==> config.mk <==
export PLATFORM = sky130hd
export DESIGN_NAME = rom_rd_arbiter
export DESIGN_NICKNAME = d
export VERILOG_FILES = /design/src/rtl/rom_rd_arb_pkg.sv /design/src/rtl/rom_rd_arbiter_rr_pick.sv /design/src/rtl/rom_rd_arbiter.sv
export SDC_FILE = /design/constraint.sdc
export NUM_CORES = 1
export LEC_CHECK = 0
export CORE_ASPECT_RATIO = 0.75
export CORE_MARGIN = 2
export CORE_UTILIZATION = 40
export DETAILED_ROUTE_END_ITERATION = 10
export PLACE_DENSITY = 0.82
export SLEW_MARGIN = 20
export SYNTH_ARGS = -nofsm -noshare
export SYNTH_HDL_FRONTEND = slang
export SYNTH_SLANG_ARGS = --single-unit
export TNS_END_PERCENT = 10
==> constraint.sdc <==
create_clock -name clk -period 4.8 [get_ports clk]
set_input_delay 0.96 -clock clk [delete_from_list [all_inputs] [get_ports clk]]
set_output_delay 0.96 -clock clk [all_outputs]
set_load 0.01 [all_outputs]
==> src/rtl/rom_rd_arb_pkg.sv <==
// Shared types and sizing helpers for the coefficient-ROM read-port arbiter.
package rom_rd_arb_pkg;

    // Port ownership: shared round robin, or held by one requester for a burst.
    typedef enum logic {
        ST_UNLOCKED = 1'b0,
        ST_LOCKED   = 1'b1
    } arb_state_t;

    // Observation bundle; widths fit the largest supported configuration
    // (N_REQ <= 8, MAX_LOCK <= 255).
    typedef struct packed {
        arb_state_t  state;
        logic [2:0]  owner;
        logic [2:0]  ptr;
        logic [7:0]  lock_cnt;
    } arb_dbg_t;

    // Address width for a ROM of the given depth (at least one bit).
    function automatic int addr_width(input int depth);
        return (depth > 1) ? $clog2(depth) : 1;
    endfunction

    // Counter width able to hold the value MAX_LOCK itself.
    function automatic int lock_cnt_width(input int max_lock);
        return $clog2(max_lock + 1);
    endfunction

endpackage

==> src/rtl/rom_rd_arbiter_rr_pick.sv <==
// Combinational round-robin picker: scans from ptr+1 upward (mod N) and
// returns the first requesting index as one-hot grant plus binary index.
module rom_rd_arbiter_rr_pick #(
    parameter int N  = 4,
    parameter int IW = 2
) (
    input  logic [N-1:0]  req,
    input  logic [IW-1:0] ptr,
    output logic [N-1:0]  grant,
    output logic [IW-1:0] idx,
    output logic          any
);

    logic [IW-1:0] cand;

    // Priority scan starting just after the last winner; ptr itself is last.
    always_comb begin
        grant = '0;
        idx   = '0;
        any   = 1'b0;
        cand  = '0;
        for (int k = 1; k <= N; k++) begin
            cand = IW'((int'(ptr) + k) % N);
            if (!any && req[cand]) begin
                any         = 1'b1;
                grant[cand] = 1'b1;
                idx         = cand;
            end
        end
    end

endmodule

==> src/rtl/rom_rd_arbiter.sv <==
// Round-robin arbiter sharing one 1-cycle-latency ROM read port among N_REQ
// requesters, with an optional bounded burst lock per requester.
// Build option: define ROM_RD_ARB_OUTREG_EN to register rsp_valid/rsp_data
// once more (response latency 2 instead of 1).
//
// Handshake: a request i transfers in the cycle where req_valid[i] and
// req_ready[i] are both high; the requester keeps req_valid/req_addr stable
// until then. req_ready is one-hot or zero and depends only on req_valid,
// req_lock and registered state. rsp_valid[i] is a single-cycle strobe that
// marks rsp_data for requester i; there is no back-pressure on responses.
import rom_rd_arb_pkg::*;

module rom_rd_arbiter #(
    parameter int N_REQ      = 4,
    parameter int N_ADDR     = 256,
    parameter int DATA_WIDTH = 16,
    parameter int MAX_LOCK   = 16,
    localparam int AW        = addr_width(N_ADDR)
) (
    input  logic                  clk,
    input  logic                  rst,
    input  logic [N_REQ-1:0]      req_valid,
    input  logic [N_REQ-1:0]      req_lock,
    input  logic [N_REQ*AW-1:0]   req_addr,
    output logic [N_REQ-1:0]      req_ready,
    output logic [N_REQ-1:0]      rsp_valid,
    output logic [DATA_WIDTH-1:0] rsp_data,
    output logic                  rom_ren,
    output logic [AW-1:0]         rom_radd,
    input  logic [DATA_WIDTH-1:0] rom_wout,
    output arb_dbg_t              dbg
);

    localparam int IW  = (N_REQ > 1) ? $clog2(N_REQ) : 1;
    localparam int LCW = lock_cnt_width(MAX_LOCK);

    arb_state_t       state, state_nxt;
    logic [IW-1:0]    owner, owner_nxt;
    logic [IW-1:0]    ptr, ptr_nxt;
    logic [LCW-1:0]   lock_cnt, lock_cnt_nxt;
    logic [LCW-1:0]   lock_cnt_inc;
    logic [N_REQ-1:0] tag;

    logic [N_REQ-1:0] pick_grant;
    logic [IW-1:0]    pick_idx;
    logic             pick_any;

    logic [N_REQ-1:0] grant;
    logic [IW-1:0]    grant_idx;

    rom_rd_arbiter_rr_pick #(
        .N  (N_REQ),
        .IW (IW)
    ) u_pick (
        .req   (req_valid),
        .ptr   (ptr),
        .grant (pick_grant),
        .idx   (pick_idx),
        .any   (pick_any)
    );

    // Number of grants the owner will have taken including this one.
    assign lock_cnt_inc = lock_cnt + LCW'(1);

    // State register plus the grant tag that lines up with the ROM latency.
    always_ff @(posedge clk) begin
        if (rst) begin
            state    <= ST_UNLOCKED;
            owner    <= '0;
            ptr      <= IW'(N_REQ - 1);
            lock_cnt <= '0;
            tag      <= '0;
        end else begin
            state    <= state_nxt;
            owner    <= owner_nxt;
            ptr      <= ptr_nxt;
            lock_cnt <= lock_cnt_nxt;
            tag      <= grant;
        end
    end

    // Next-state: round robin when unlocked, owner-only burst when locked.
    always_comb begin
        state_nxt    = state;
        owner_nxt    = owner;
        ptr_nxt      = ptr;
        lock_cnt_nxt = lock_cnt;
        unique case (state)
            ST_UNLOCKED: begin
                if (pick_any) begin
                    ptr_nxt = pick_idx;
                    // A single-grant budget means the lock never holds.
                    if (req_lock[pick_idx] && (MAX_LOCK > 1)) begin
                        state_nxt    = ST_LOCKED;
                        owner_nxt    = pick_idx;
                        lock_cnt_nxt = LCW'(1);
                    end
                end
            end
            ST_LOCKED: begin
                if (req_valid[owner]) begin
                    if (req_lock[owner] && (lock_cnt_inc < LCW'(MAX_LOCK))) begin
                        lock_cnt_nxt = lock_cnt_inc;
                    end else begin
                        // Last grant of the burst; resume scanning after owner.
                        state_nxt    = ST_UNLOCKED;
                        ptr_nxt      = owner;
                        lock_cnt_nxt = '0;
                    end
                end else if (!req_lock[owner]) begin
                    state_nxt    = ST_UNLOCKED;
                    ptr_nxt      = owner;
                    lock_cnt_nxt = '0;
                end
            end
            default: begin
                state_nxt    = ST_UNLOCKED;
                lock_cnt_nxt = '0;
            end
        endcase
    end

    // Grant decode; nothing is granted while reset is held.
    always_comb begin
        grant     = '0;
        grant_idx = pick_idx;
        if (!rst) begin
            unique case (state)
                ST_UNLOCKED: begin
                    grant     = pick_grant;
                    grant_idx = pick_idx;
                end
                ST_LOCKED: begin
                    grant_idx = owner;
                    if (req_valid[owner]) begin
                        grant[owner] = 1'b1;
                    end
                end
                default: begin
                    grant = '0;
                end
            endcase
        end
    end

    assign req_ready = grant;
    assign rom_ren   = |grant;
    assign rom_radd  = (|grant) ? req_addr[grant_idx*AW +: AW] : '0;

`ifdef ROM_RD_ARB_OUTREG_EN
    logic [N_REQ-1:0]      rsp_valid_q;
    logic [DATA_WIDTH-1:0] rsp_data_q;

    // Extra response stage: ROM word and its owner tag registered together.
    always_ff @(posedge clk) begin
        if (rst) begin
            rsp_valid_q <= '0;
            rsp_data_q  <= '0;
        end else begin
            rsp_valid_q <= tag;
            rsp_data_q  <= rom_wout;
        end
    end

    assign rsp_valid = rsp_valid_q;
    assign rsp_data  = rsp_data_q;
`else
    // A read granted just before reset must not surface during reset.
    assign rsp_valid = tag & {N_REQ{~rst}};
    assign rsp_data  = rom_wout;
`endif

    assign dbg.state    = state;
    assign dbg.owner    = 3'(owner);
    assign dbg.ptr      = 3'(ptr);
    assign dbg.lock_cnt = 8'(lock_cnt);

endmodule
### Word level (Yosys, flattened, before mapping)

Index checks and enable logic that the tools add are counted.

| storage, ports and cells | value |
|---|---|
| bits in registers | 14 |
| output and inout port bits | 48 |

| operators by class | value |
|---|---|
| eq/ne operators | 4 |
| shift-type cells | 1 |
| add/sub/neg operators | 5 |
| reductions and logical operators | 16 |
| mux-type cells | 59 |
| $lt $le $gt $ge | 12 |
| bitwise logic cells | 6 |

Operators with widths:

| cell | number |
|---|---|
| $shiftx 32x6->8 | 1 |
| $mux 5 | 5 |
| $mux 4 | 6 |
| $mux 1 | 21 |
| $lt 2x3->1 const B | 6 |
| $mux 2 | 9 |
| $bmux 1 s2 | 7 |
| $or 4x4->4 | 3 |
| $demux 1 s2 | 5 |
| $ge 2x1->1 const B | 5 |
| $pmux 5 s2 | 1 |
| $logic_and 1x1->1 | 9 |
| $reduce_and 3->1 | 3 |
| $mux 8 | 1 |
| $pmux 2 s2 | 2 |
| $pmux 4 s2 | 1 |
| $ne 3x3->1 const B | 2 |
| $add 5x1->5 const B | 1 |
| $lt 5x5->1 const B | 1 |
| $add 2x1->2 const B | 2 |
| $add 2x2->2 const B | 2 |
| $and 4x4->4 | 1 |
| $ne 2x2->1 const B | 2 |
| $reduce_or 4->1 | 1 |
| other kinds (3) | 6 |

### Logic depth before layout (Yosys ltp)

| depth | value |
|---|---|
| word-level depth | 18 |
| depth in mapped cells | 12 |
| gate-level depth less buffers | 9 |

### By module

Synthesis repeated with hierarchy kept, for this count alone.

| unflattened totals | value |
|---|---|
| cell total of the unflattened synthesis | 194 |
| area total of the unflattened synthesis | 1,742.9 um2 |

Modules (own cells, without submodules):

| module | cells each | area an instance (um2) | instances |
|---|---|---|---|
| rom_rd_arbiter | 126 | 1,217.4 | 1 |
| rom_rd_arbiter_rr_pick | 68 | 525.5 | 1 |

### Worst setup path after synthesis

OpenSTA, ideal clock, no wires.

| path | value |
|---|---|
| path type | reg2out |
| start point | register ptr[1] |
| end point | output port rom_radd[0] |
| required time | 3.840 ns |
| stages on the path, launching flop included | 12 |
| arrival time | 3.271 ns |
| setup slack | 0.569 ns |
| path buffers | 2 |
| cells stage by stage | dfxtp_1 > clkbuf_1 > inv_1 > ha_1 > mux4_2 > and2b_2 > a22oi_1 > o21ai_1 > and3b_1 > or4_1 > buf_6 > o211a_1 |

| between the ends | value |
|---|---|
| longest elaborated chain between the ends | 17 |
| elaborated cells on any way between the ends | 59 |

Ends and longest elaborated chain:

| element | RTL line | source |
|---|---|---|
| start: declaration | rom_rd_arbiter.sv:39 | `logic [IW-1:0] ptr, ptr_nxt;` |
| start signal: assignment | rom_rd_arbiter.sv:70 | `ptr <= IW'(N_REQ - 1);` |
| start signal: assignment | rom_rd_arbiter.sv:76 | `ptr <= ptr_nxt;` |
| parallel branches: the longest is 12 deep, another holds $lt 2x3->1 | n/a |  |
| $mux 4 (*) | rom_rd_arbiter_rr_pick.sv:24 | `if (!any && req[cand]) begin` |
| $pmux 4 s2 (*) | rom_rd_arbiter.sv:128 | `unique case (state)` |
| $mux 4 (*) | rom_rd_arbiter.sv:127 | `if (!rst) begin` |
| named net req_ready[2] | rom_rd_arbiter.sv:25 | `output logic [N_REQ-1:0] req_ready,` |
| $reduce_or 4->1 (*) | n/a |  |
| named net rom_ren | rom_rd_arbiter.sv:28 | `output logic rom_ren,` |
| $mux 8 (*) | rom_rd_arbiter.sv:148 | `assign rom_radd = (\|grant) ? req_addr[grant_idx*AW +: AW] : '0;` |
| end: declaration | rom_rd_arbiter.sv:29 | `output logic [AW-1:0] rom_radd,` |

Mark *: on every way through the listed nets, which the timed path passes. The select of a mux whose other input is x is not followed.

### Worst setup path after layout

| path | value |
|---|---|
| start point | input port req_valid[2] |
| end point | output port rom_radd[1] |

| between the ends | value |
|---|---|
| longest elaborated chain between the ends | 16 |
| elaborated cells on any way between the ends | 38 |

Ends and longest elaborated chain:

| element | RTL line | source |
|---|---|---|
| start: declaration | rom_rd_arbiter.sv:22 | `input logic [N_REQ-1:0] req_valid,` |
| $bmux 1 s2 | rom_rd_arbiter_rr_pick.sv:24 |  |
| $mux 1 (implied by the code) | rom_rd_arbiter_rr_pick.sv:24 |  |
| $mux 1 | rom_rd_arbiter_rr_pick.sv:24 |  |
| $logic_not 1->1 | rom_rd_arbiter_rr_pick.sv:24 |  |
| $logic_and 1x1->1 | rom_rd_arbiter_rr_pick.sv:24 |  |
| $mux 1 | rom_rd_arbiter_rr_pick.sv:24 |  |
| $logic_not 1->1 | rom_rd_arbiter_rr_pick.sv:24 |  |
| $logic_and 1x1->1 | rom_rd_arbiter_rr_pick.sv:24 |  |
| $mux 1 | rom_rd_arbiter_rr_pick.sv:24 |  |
| $logic_not 1->1 | rom_rd_arbiter_rr_pick.sv:24 |  |
| $logic_and 1x1->1 | rom_rd_arbiter_rr_pick.sv:24 |  |
| $mux 2 or $mux 4 (tied branches) | rom_rd_arbiter_rr_pick.sv:24 |  |
| $pmux 2 s2 or $pmux 4 s2 (tied branches) | rom_rd_arbiter.sv:128 |  |
| $mux 2 or $mux 4 (tied branches) | rom_rd_arbiter.sv:127 |  |
| $shiftx 32x6->8 or $reduce_or 4->1 (tied branches) | rom_rd_arbiter.sv:148 |  |
| $mux 8 (*) | rom_rd_arbiter.sv:148 |  |

Mark *: on every way between the ends. The rest lies on a longest branch, timed or not. The select of a mux whose other input is x is not followed.

==> results.md <==
- HP Class: flop to flop
- Hold_sp: lock_cnt[4]
- Largest net degree at the start of global routing: 20
- Total power: 1.890 mW
- CP endpoint kind: output pin
- Clk_lat worst skew: 240 ps
- Die area: 5377 um^2
- Drt drc: 0
- Fin area: 2746 um^2
- Routed via count: 1,886
- Arrival @ worst endpoint: 3760 ps
- Crit path required time: 3840 ps
- Number of synthesized flops with an enable pin: 0
- Worst R2R Setup Slack: 1670 ps
- CTS tree: yes
- Setup ws final: 79.30 ps
- DP Wirelength: 4016 um
- # port buffers: 68
- RSZ-0062 raised after global routing: yes
- Total global routing overflow: 0
- Pwr/cell area: 688.0 nW/um^2
- Max_cap viols: 0
- Starting Density: 42.25%
- Synthesis-to-layout area growth: 43.00%
- Commonest non-fill, non-tap cell in the layout: clkdlybuf4s50_1
- Setup crit start kind: primary input
- Final Skew: 1.831 ps
- Area leader, netlist: dfxtp_1
- Avg WL per Cell: 15.61 um
- Detail Route Antenna Nets: 0
- Crit path from: req_valid[2]
- Maximum vdd ir drop: 0.4032 mV
- Worst-path fanout max: 6
- Period utilisation layout: 98.35%
- Top-area cell type share of the netlist area: 14.59%
- Placed Cells incl. Taps: 338
- F_max: 211.8 MHz
- Reg2reg start: ptr[0]
- Post-synth ARST share: 0%
- Final nets: 357
- CTS sink count: 14
- Total CTS buffers: 3
- Core box area: 4546 um^2
- YS warnings: 0
- Netlist cell types: 53
- Initial antenna violation count: 0
- Hold Violations, Final: 0
- CP Class: primary input to output pin
- Vias in the first global route: 1,755
- Leak: 1.254 nW
- Die Y: 64.01 um
- Slew Viols, Final: 0
- Slew HR: 46.53%
- Fraction of layout cells with a size suffix above 1: 23.53%
- First-pass GRT wire length: 8707 um
- CTS Buffer Depth: 2
- Post-DP Area: 2587 um^2
- # hold bufs at CTS: 0
- Most frequent cells in the layout: clkdlybuf4s50_1, buf_4, nand2_1, dfxtp_1, mux2i_1
- Slew @ Worst Pin: 800.9 ps
- Flops & latches, synth: 14
- Initial DRC Count: 66
- Top post-synthesis cells by area: dfxtp_1, buf_4, mux2i_1, ha_1, mux4_2
- Seq/Total Area, Yosys: 14.59%
- Final GP Congestion: 0.8745
- Diode count: 0
- Outcome: completed
- Synthesized area per cell: 8.690 um^2
- Clock transition at path regs: 60 ps
- Final setup vio count: 0
- H-tree depth: 1
- Final wirelength: 5401 um
- Via density: 5.451
- Final Util: 60.42%
- Pre-CTS setup slack: -390.6 ps
- Clk root buf: clkbuf_8
- Rows: 21
- Post-layout minimum cycle time: 4721 ps
- Synth Cell Area: 1921 um^2
- Post-route insts no fill: 346
- Main synth FF type: dfxtp_1
- Num ports: 106
- Die W: 84.01 um
- Tot GR Track Use: 19.62%
- Syn Inst Count: 221
- Detailed Routing Iterations Pass 1: 4
## cell usage after synthesis, types with 2 or more instances
library cell / instances
inv_1: 10
nand2_1: 18
nor2b_1: 9
nor2_1: 9
and3_1: 3
o21ai_0: 5
nand3_1: 4
clkbuf_1: 5
a22oi_1: 4
mux2_2: 9
a221oi_1: 4
nor3_1: 2
a211oi_1: 5
buf_4: 24
dfxtp_1: 14
clkbuf_8: 4
mux4_2: 5
ha_1: 9
mux2i_1: 13
o211a_1: 8
o21a_1: 3
mux2_1: 2
buf_6: 5
a21oi_1: 10
o311ai_0: 4
a31o_2: 2
nand2b_1: 5
## cells by family after synthesis
| kind of cell | synth area share [%] |
|---|---|
| other | 0.1953 |
| DFF | 14.59 |
| muxes | 20.46 |
| buffers and inverters | 18.37 |
| and+or+nand+nor | 16.55 |
| xor gates and xnor gates | 0.4561 |
| adders and majority gates | 5.863 |
| AOI/OAI and AO/OA | 23.52 |
## worst max-delay path, stage by stage
cell	delay (ps)
dlygate4sd2_1	290
mux4_2	570
buf_4	180
a221oi_2	280
o21a_1	230
a211oi_4	60
or4_4	580
o211a_1	130
clkdlybuf4s50_1	470
## registers in the layout, indices dropped and copies added, names as in the netlist
register / cells
state: 1
tag: 4
owner: 2
ptr: 2
lock_cnt: 5
## area by class of cell
class	count	area (um^2)
Sequential cell	14	280.3
Fill cell	411	1799
Clock buffer	4	55.05
Tap cell	57	71.32
Timing Repair Buffer	98	920.9
Multi-Input combinational cell	163	1381
Inverter	10	37.54
## layer usage
metal	vias to the layer above	global-route usage (%)	share of wire (%)
met5	-	0	0
li1	920	-	-
met2	73	34.40	48
met3	4	4.910	7.2
met4	0	2.621	0.31
met1	889	25.08	44
## final timing paths
path,endpoint,cells after the start
worst max-delay path,rom_radd[1],9
worst min-delay path,lock_cnt[4],1
worst max register to register,owner[0],10
worst min register to register,lock_cnt[4],1
## where the power goes
part           total, mW  internal, mW  switching (mW)
Sequential         0.215         0.156          0.0594
Clock              0.116        0.0726          0.0437
Combinational       1.56         0.831           0.727
Total               1.89          1.06           0.830
## stage by stage
stage               TNS [ps]  hold slack (ps)
global placement       -2112            509.0
CTS                        0            521.7
detailed placement     -3294            510.8
finish                     0            523.9
floorplan                  0            527.9
global route          -53.93            538.0
## timing repair
action | 4_1_cts | 5_1_grt
gates resized for setup | 13 | 10
setup buffers | 2 | 1
setup endpoints to repair | 9 | 6
cloned | 1 | 0
pin swaps | 6 | 3
Note: power is estimated with default switching activity, not from simulation.
